===== src/rtl/mem_arbiter_pkg.sv =====
// ============================================================================
// mem_arbiter_pkg : shared types and constants for the memory-unit arbiter
// Revision        : 1.0
// ============================================================================
`default_nettype none

package mem_arbiter_pkg;

    localparam int MEM_ADDR_W = 16;
    localparam int MEM_DATA_W = 32;

    localparam logic [1:0] MEM_FUNC_NOP = 2'b00;
    localparam logic [1:0] GET_CONTENTS = 2'b01;
    localparam logic [1:0] SET_CONTENTS = 2'b10;

    localparam int REQ_TRAVERSAL = 0;
    localparam int REQ_EXECUTE   = 1;
    localparam int REQ_CELL      = 2;
    localparam int REQ_INCR      = 3;

    typedef enum logic [1:0] {
        S_IDLE  = 2'd0,
        S_ISSUE = 2'd1,
        S_WAIT  = 2'd2,
        S_DONE  = 2'd3
    } state_t;

endpackage

`default_nettype wire


===== src/rtl/mem_arbiter_rr_pick.sv =====
// ============================================================================
// rr_pick : combinational round-robin winner select with lock override
// Revision: 1.0
// ============================================================================
`default_nettype none

module rr_pick
    import mem_arbiter_pkg::*;
#(
    parameter int NUM_REQ = 4,
    parameter int IDX_W   = 2
) (
    input  logic [NUM_REQ-1:0] req_i,
    input  logic [IDX_W-1:0]   last_owner_i,
    input  logic               lock_i,
    output logic               valid_o,
    output logic [IDX_W-1:0]   winner_idx_o,
    output logic [NUM_REQ-1:0] winner_oh_o
);

    logic [IDX_W-1:0] cand;
    logic             found;

    always_comb begin
        winner_idx_o = last_owner_i;
        found        = 1'b0;
        cand         = '0;
        if (lock_i && req_i[last_owner_i]) begin
            found = 1'b1;
        end else begin
            // Search starts one past the previous owner so it gets lowest priority.
            for (int i = 1; i <= NUM_REQ; i++) begin
                cand = IDX_W'((int'(last_owner_i) + i) % NUM_REQ);
                if (!found && req_i[cand]) begin
                    found        = 1'b1;
                    winner_idx_o = cand;
                end
            end
        end
        valid_o     = found;
        winner_oh_o = found ? (NUM_REQ'(1) << winner_idx_o) : '0;
    end

endmodule

`default_nettype wire


===== src/rtl/mem_arbiter.sv =====
// ============================================================================
// mem_arbiter : round-robin arbiter sharing one memory unit among requesters
// Revision    : 1.0
// ============================================================================
`default_nettype none

module mem_arbiter
    import mem_arbiter_pkg::*;
#(
    parameter int NUM_REQ = 4,
    parameter int TIMEOUT = 255
) (
    input  logic                            clk,
    input  logic                            rst,
    input  logic [NUM_REQ-1:0]              req,
    input  logic [NUM_REQ-1:0]              req_lock,
    input  logic [2*NUM_REQ-1:0]            req_func,
    input  logic [NUM_REQ*MEM_ADDR_W-1:0]   req_addr1,
    input  logic [NUM_REQ*MEM_ADDR_W-1:0]   req_addr2,
    input  logic [NUM_REQ*MEM_DATA_W-1:0]   req_wdata,
    output logic [NUM_REQ-1:0]              gnt,
    output logic [NUM_REQ-1:0]              done,
    output logic                            err,
    output logic [MEM_DATA_W-1:0]           rdata1,
    output logic [MEM_DATA_W-1:0]           rdata2,
    output logic                            mem_execute,
    output logic [1:0]                      mem_func,
    output logic [MEM_ADDR_W-1:0]           address1,
    output logic [MEM_ADDR_W-1:0]           address2,
    output logic [MEM_DATA_W-1:0]           write_data,
    input  logic                            mem_ready,
    input  logic [MEM_DATA_W-1:0]           read_data1,
    input  logic [MEM_DATA_W-1:0]           read_data2
);

    localparam int IDX_W = (NUM_REQ > 1) ? $clog2(NUM_REQ) : 1;
    localparam int CNT_W = $clog2(TIMEOUT + 1);

    state_t                 state_q, state_d;
    logic [IDX_W-1:0]       last_owner_q;
    logic [NUM_REQ-1:0]     gnt_q;
    logic                   lock_q;
    logic                   err_q;
    logic [1:0]             func_q;
    logic [MEM_ADDR_W-1:0]  addr1_q, addr2_q;
    logic [MEM_DATA_W-1:0]  wdata_q, rdata1_q, rdata2_q;
    logic [CNT_W-1:0]       cnt_q;

    logic                   pick_valid;
    logic [IDX_W-1:0]       pick_idx;
    logic [NUM_REQ-1:0]     pick_oh;
    logic                   timeout_hit;

    logic [1:0]             func_a  [NUM_REQ];
    logic [MEM_ADDR_W-1:0]  addr1_a [NUM_REQ];
    logic [MEM_ADDR_W-1:0]  addr2_a [NUM_REQ];
    logic [MEM_DATA_W-1:0]  wdata_a [NUM_REQ];

    for (genvar g = 0; g < NUM_REQ; g++) begin : g_unpack
        assign func_a[g]  = req_func[2*g +: 2];
        assign addr1_a[g] = req_addr1[g*MEM_ADDR_W +: MEM_ADDR_W];
        assign addr2_a[g] = req_addr2[g*MEM_ADDR_W +: MEM_ADDR_W];
        assign wdata_a[g] = req_wdata[g*MEM_DATA_W +: MEM_DATA_W];
    end

    rr_pick #(
        .NUM_REQ (NUM_REQ),
        .IDX_W   (IDX_W)
    ) u_rr_pick (
        .req_i        (req),
        .last_owner_i (last_owner_q),
        .lock_i       (lock_q),
        .valid_o      (pick_valid),
        .winner_idx_o (pick_idx),
        .winner_oh_o  (pick_oh)
    );

    // The counter holds the number of WAIT cycles already spent.
    assign timeout_hit = (cnt_q == CNT_W'(TIMEOUT - 1));

    always_ff @(posedge clk) begin
        if (rst) begin
            state_q <= S_IDLE;
        end else begin
            state_q <= state_d;
        end
    end

    always_comb begin
        state_d     = state_q;
        mem_execute = 1'b0;
        mem_func    = MEM_FUNC_NOP;
        done        = '0;
        err         = 1'b0;
        case (state_q)
            S_IDLE: begin
                if (pick_valid) begin
                    state_d = S_ISSUE;
                end
            end
            S_ISSUE: begin
                mem_execute = 1'b1;
                mem_func    = func_q;
                state_d     = S_WAIT;
            end
            S_WAIT: begin
                if (mem_ready || timeout_hit) begin
                    state_d = S_DONE;
                end
            end
            S_DONE: begin
                done    = gnt_q;
                err     = err_q;
                state_d = S_IDLE;
            end
            default: state_d = S_IDLE;
        endcase
    end

    always_ff @(posedge clk) begin
        if (rst) begin
            last_owner_q <= IDX_W'(NUM_REQ - 1);
            gnt_q        <= '0;
            lock_q       <= 1'b0;
            err_q        <= 1'b0;
            func_q       <= MEM_FUNC_NOP;
            addr1_q      <= '0;
            addr2_q      <= '0;
            wdata_q      <= '0;
            rdata1_q     <= '0;
            rdata2_q     <= '0;
            cnt_q        <= '0;
        end else begin
            case (state_q)
                S_IDLE: begin
                    if (pick_valid) begin
                        gnt_q   <= pick_oh;
                        lock_q  <= req_lock[pick_idx];
                        func_q  <= func_a[pick_idx];
                        addr1_q <= addr1_a[pick_idx];
                        addr2_q <= addr2_a[pick_idx];
                        wdata_q <= wdata_a[pick_idx];
                        err_q   <= 1'b0;
                        cnt_q   <= '0;
                    end
                end
                S_WAIT: begin
                    cnt_q <= cnt_q + CNT_W'(1);
                    // A response in the final cycle wins over the timeout.
                    if (mem_ready) begin
                        rdata1_q <= read_data1;
                        rdata2_q <= read_data2;
                    end else if (timeout_hit) begin
                        err_q <= 1'b1;
                    end
                end
                S_DONE: begin
                    last_owner_q <= pick_idx_of(gnt_q);
                    gnt_q        <= '0;
                    cnt_q        <= '0;
                end
                default: ;
            endcase
        end
    end

    function automatic logic [IDX_W-1:0] pick_idx_of(input logic [NUM_REQ-1:0] oh);
        logic [IDX_W-1:0] idx;
        idx = '0;
        for (int i = 0; i < NUM_REQ; i++) begin
            if (oh[i]) begin
                idx = IDX_W'(i);
            end
        end
        return idx;
    endfunction

    assign gnt        = gnt_q;
    assign rdata1     = rdata1_q;
    assign rdata2     = rdata2_q;
    assign address1   = addr1_q;
    assign address2   = addr2_q;
    assign write_data = wdata_q;

endmodule

`default_nettype wire


===== config.mk =====
export PLATFORM = sky130hd
export DESIGN_NAME = mem_arbiter
export DESIGN_NICKNAME = d
export VERILOG_FILES = /design/src/rtl/mem_arbiter_pkg.sv /design/src/rtl/mem_arbiter_rr_pick.sv /design/src/rtl/mem_arbiter.sv
export SDC_FILE = /design/constraint.sdc
export NUM_CORES = 1
export LEC_CHECK = 0
export BUFFER_PORTS_ARGS = -buffer_cell sky130_fd_sc_hd__buf_2
export CAP_MARGIN = 30
export CORE_AREA = 8 8 178 180
export DETAILED_ROUTE_END_ITERATION = 8
export DIE_AREA = 0 0 186 188
export GPL_TIMING_DRIVEN = 0
export PLACE_DENSITY = 0.67
export SYNTH_ARGS = -nofsm -noshare
export SYNTH_HDL_FRONTEND = slang
export SYNTH_SLANG_ARGS = --single-unit

===== constraint.sdc =====
create_clock -name clk -period 4.2 [get_ports clk]
set_clock_uncertainty 0.15 [all_clocks]
set_input_delay 0 -clock clk [delete_from_list [all_inputs] [get_ports clk]]
set_output_delay 0 -clock clk [all_outputs]
set_load 0.05 [all_outputs]

==> impl_results.md <==
- R2r endpoint: address2[9]
- GRT Total Usage: around 24%
- GRT overflow: 0
- Part of the Yosys area used for sequential elements: 37.20%
- Num Clock Sinks: 148
- Crit path launch: last_owner_q[1]
- DR DRC count: 0
- H-tree depth: 4
- Path depth of the worst reg2reg path: 10
- Critical Path Sink: address2[9]
- Most common cell after layout, fill and taps aside: buf_2
- Root Buffer: clkbuf_16
- Setup WS post-layout: 0.1532 ns
- Final hold vios: 0
- Flops & latches, synth: 148
- Crit Path Max Fanout: 10
- Number of iterations in the first detailed-routing pass: 5
- Number of synthesized flops with an enable pin: 0
- Critical path type: register to register
- Core ar.: around 29000 um^2
- Crit-path slowest cell: dlygate4sd3_1
- Post-DRT Antenna Nets: 0
- Die footprint: 34970 um^2
- TritonCTS clock tree: built
- Critical Path Sink Type: register
- Main synth FF type: dfxtp_1
- Clk buf depth: 2
- CTS Buf Count: 17
- GPL Wtd Cong: 0.8469
- Largest net degree at the start of global routing: 20
- Number of max-cap violations: 0
- Initial DRC Count: 721
- WL per Instance: 20.39 um
- Syn. warnings: 0
- R2r startpoint: last_owner_q[1]
- Vias in the first global route: 12.18k
- Die Ht: 188 um
- Synth Net Count: 1303
- Startpoint types: register
- CP top delay family: buffers and inverters
- F_max: 247.1 MHz
- Vias: 11.45k
- Synth cell types: 47
- Levels on crit path: 10
- Die W: 186 um
- Critical Path, Cell by Cell: buf_2, nor4_1, a221o_1, o21ai_4, a211o_1, clkbuf_1, clkbuf_1, a211oi_1, dlygate4sd3_1, a2111oi_0
- Mapped Area: 7965 um^2
- # port buffers: 476
- CP max stage delay: 0.60 ns
- Post-CTS Setup Inserts: 0
- Initial Utilization: between 20% and 30%
- HP Class: input port to register
- # setup viols final: 0
- Worst-path clk slew: roughly 0.080 ns
- Dpl hpwl: 29410 um
- Critical Path RT: 4.32 ns
- RSZ-0062 raised after global routing: no
- Final wirelength: 44780 um
- Arr. time, crit path: about 4.2 ns
- Setup TNS: 0 ns
- Slew @ Worst Pin: approximately 0.83 ns
- Final #Nets: between 2k and 2.5k
- Mean post-synth cell area: just over 8 um^2
- Antenna violations before repair: 11
- Commonest non-fill, non-tap cells in the layout: 484 x buf_2, 331 x dlygate4sd3_1, 148 x dfxtp_1, 137 x nand2_1, 101 x a2111oi_0
- IO Pins: around 480
- Worst skew pair latency: 0.42 ns
- Area Overhead vs Synth: 85.81%
- Worst path buffer plus inverter count: 4
- Status: finished, final reports clean
- PD cells: 649.8 nW/um^2
- Row count: 63
- Mapped Cells: 958
- Reg-to-reg slack, setup: 0.15 ns
- Clock period minus worst slack: just over 4 ns
- Fraction of layout cells with a size suffix above 1: 30.50%
- First-pass GRT wire length: 67250 um
- Final Max Slew Viols: 0
- Slew headroom: a little over two fifths
- Final period util: 96.35%
- Setup slack at placement: 0.3899 ns
- Avg Vias per Cell: 5.214
- Leakage: slightly below 7 nW
- CP most frequent cell: clkbuf_1
- Async SR Flop Fraction: 0%
- Worst VDD drop: 322.7 uV
[synthesized netlist by cell type (3+ instances only)]
| cell | count | share of area (%) |
|---|---|---|
| nand2_1 | 137 | 6.5 |
| and3_1 | 5 | 0.39 |
| o21ai_0 | 5 | 0.31 |
| a211oi_1 | 68 | 6.4 |
| a2111oi_1 | 26 | 3.3 |
| xor2_1 | 6 | 0.66 |
| buf_2 | 8 | 0.50 |
| mux2i_1 | 70 | 8.8 |
| inv_1 | 74 | 3.5 |
| buf_1 | 4 | 0.19 |
| and2_1 | 10 | 0.79 |
| ha_1 | 6 | 0.94 |
| a2111oi_0 | 101 | 11 |
| clkbuf_1 | 77 | 3.6 |
| nand4_1 | 5 | 0.39 |
| nor2_1 | 82 | 3.9 |
| nor3b_1 | 3 | 0.28 |
| dfxtp_1 | 148 | 37 |
| a2111oi_2 | 9 | 1.7 |
| nor4_1 | 3 | 0.24 |
| a21oi_1 | 70 | 4.4 |
| buf_6 | 8 | 1.1 |
[worst min-delay path: cells and delay by family]
family | cells | cell delay [ns]
buffers and inverters | 2 | 0.15
AO/OA/AOI/OAI | 3 | 0.44
[through the flow]
stage               util (%)  hold WS, ns  area (um^2)  total power [mW]  instances
floorplan                  -     -0.01395         7965             5.629        958
global route           51.01      0.09700        14800             10.08       2195
global placement       37.35      0.08989        10840             7.024       1824
detailed placement     37.35      0.09495        10840             7.085       1824
finish                 51.02      0.05508        14800             9.617       2196
CTS                    50.89     0.006047        14760             9.436       2187
[how the worst min path moves through the flow]
stage,start,endpoint,depth (start not counted)
final,req_wdata[19],write_data[19],5
after global routing,req_wdata[19],write_data[19],5
after CTS,req_wdata[7],write_data[7],5
after detailed placement,read_data2[1],rdata2[1],3
after global placement,read_data2[8],rdata2[8],3
after floorplan,read_data1[0],rdata1[0],2
[layout make-up]
class	count	area, um^2
Fill cell	2588	14210
Timing Repair Buffer	807	5695
Multi-Input combinational cell	635	4252
Sequential cell	148	2963
Buffer	101	488.0
Tap cell	390	488.0
Clock buffer	17	425.4
Inverter	74	277.8
Clock inverter	15	188.9
Antenna cell	9	22.52
[logic make-up (layout without fill, tap and decap cells)]
family	Yosys count	count (layout)	synth area share (%)
flops	148	148	37.20
simple gates	258	258	13.60
compound gates	292	292	28.67
xor+xnor	6	6	0.6597
mux	73	73	9.362
buf+inv	175	1014	9.566
other cells	0	9	0
fa+ha+maj	6	6	0.9425
[sequential cells by signal, summed over array words and instances (netlist names)]
register / count
address1: 16
address2: 16
cnt_q: 8
err_q: 1
func_q: 2
gnt: 4
last_owner_q: 2
lock_q: 1
rdata1: 32
rdata2: 32
state_q: 2
write_data: 32
[power breakdown]
| part | total (mW) | leakage [nW] | internal (mW) | switching [mW] |
|---|---|---|---|---|
| Sequential | 2.11 | 1.21 | 1.85 | 0.259 |
| Combinational | 5.90 | 5.22 | 2.04 | 3.86 |
| Clock | 1.62 | 0.299 | 0.816 | 0.800 |
[layer usage]
layer / vias to the layer above / wire (um) / global-route usage, %
met5: - / 45 / 0
met4: 6 / 2666 / 15.58
met3: 211 / 4027 / 7.200
met2: 746 / 21640 / 40.88
met1: 5327 / 16400 / 26.19
li1: 5161 / - / -
[repair_timing]
| action | 4_1_cts | 5_1_grt |
|---|---|---|
| resized for setup | 0 | 8 |
| endpoints found under the setup margin | 0 | 47 |
| hold buffers | 331 | 0 |
| endpoints found under the hold margin | 133 | 0 |
Note: power is estimated with default switching activity, not from simulation.
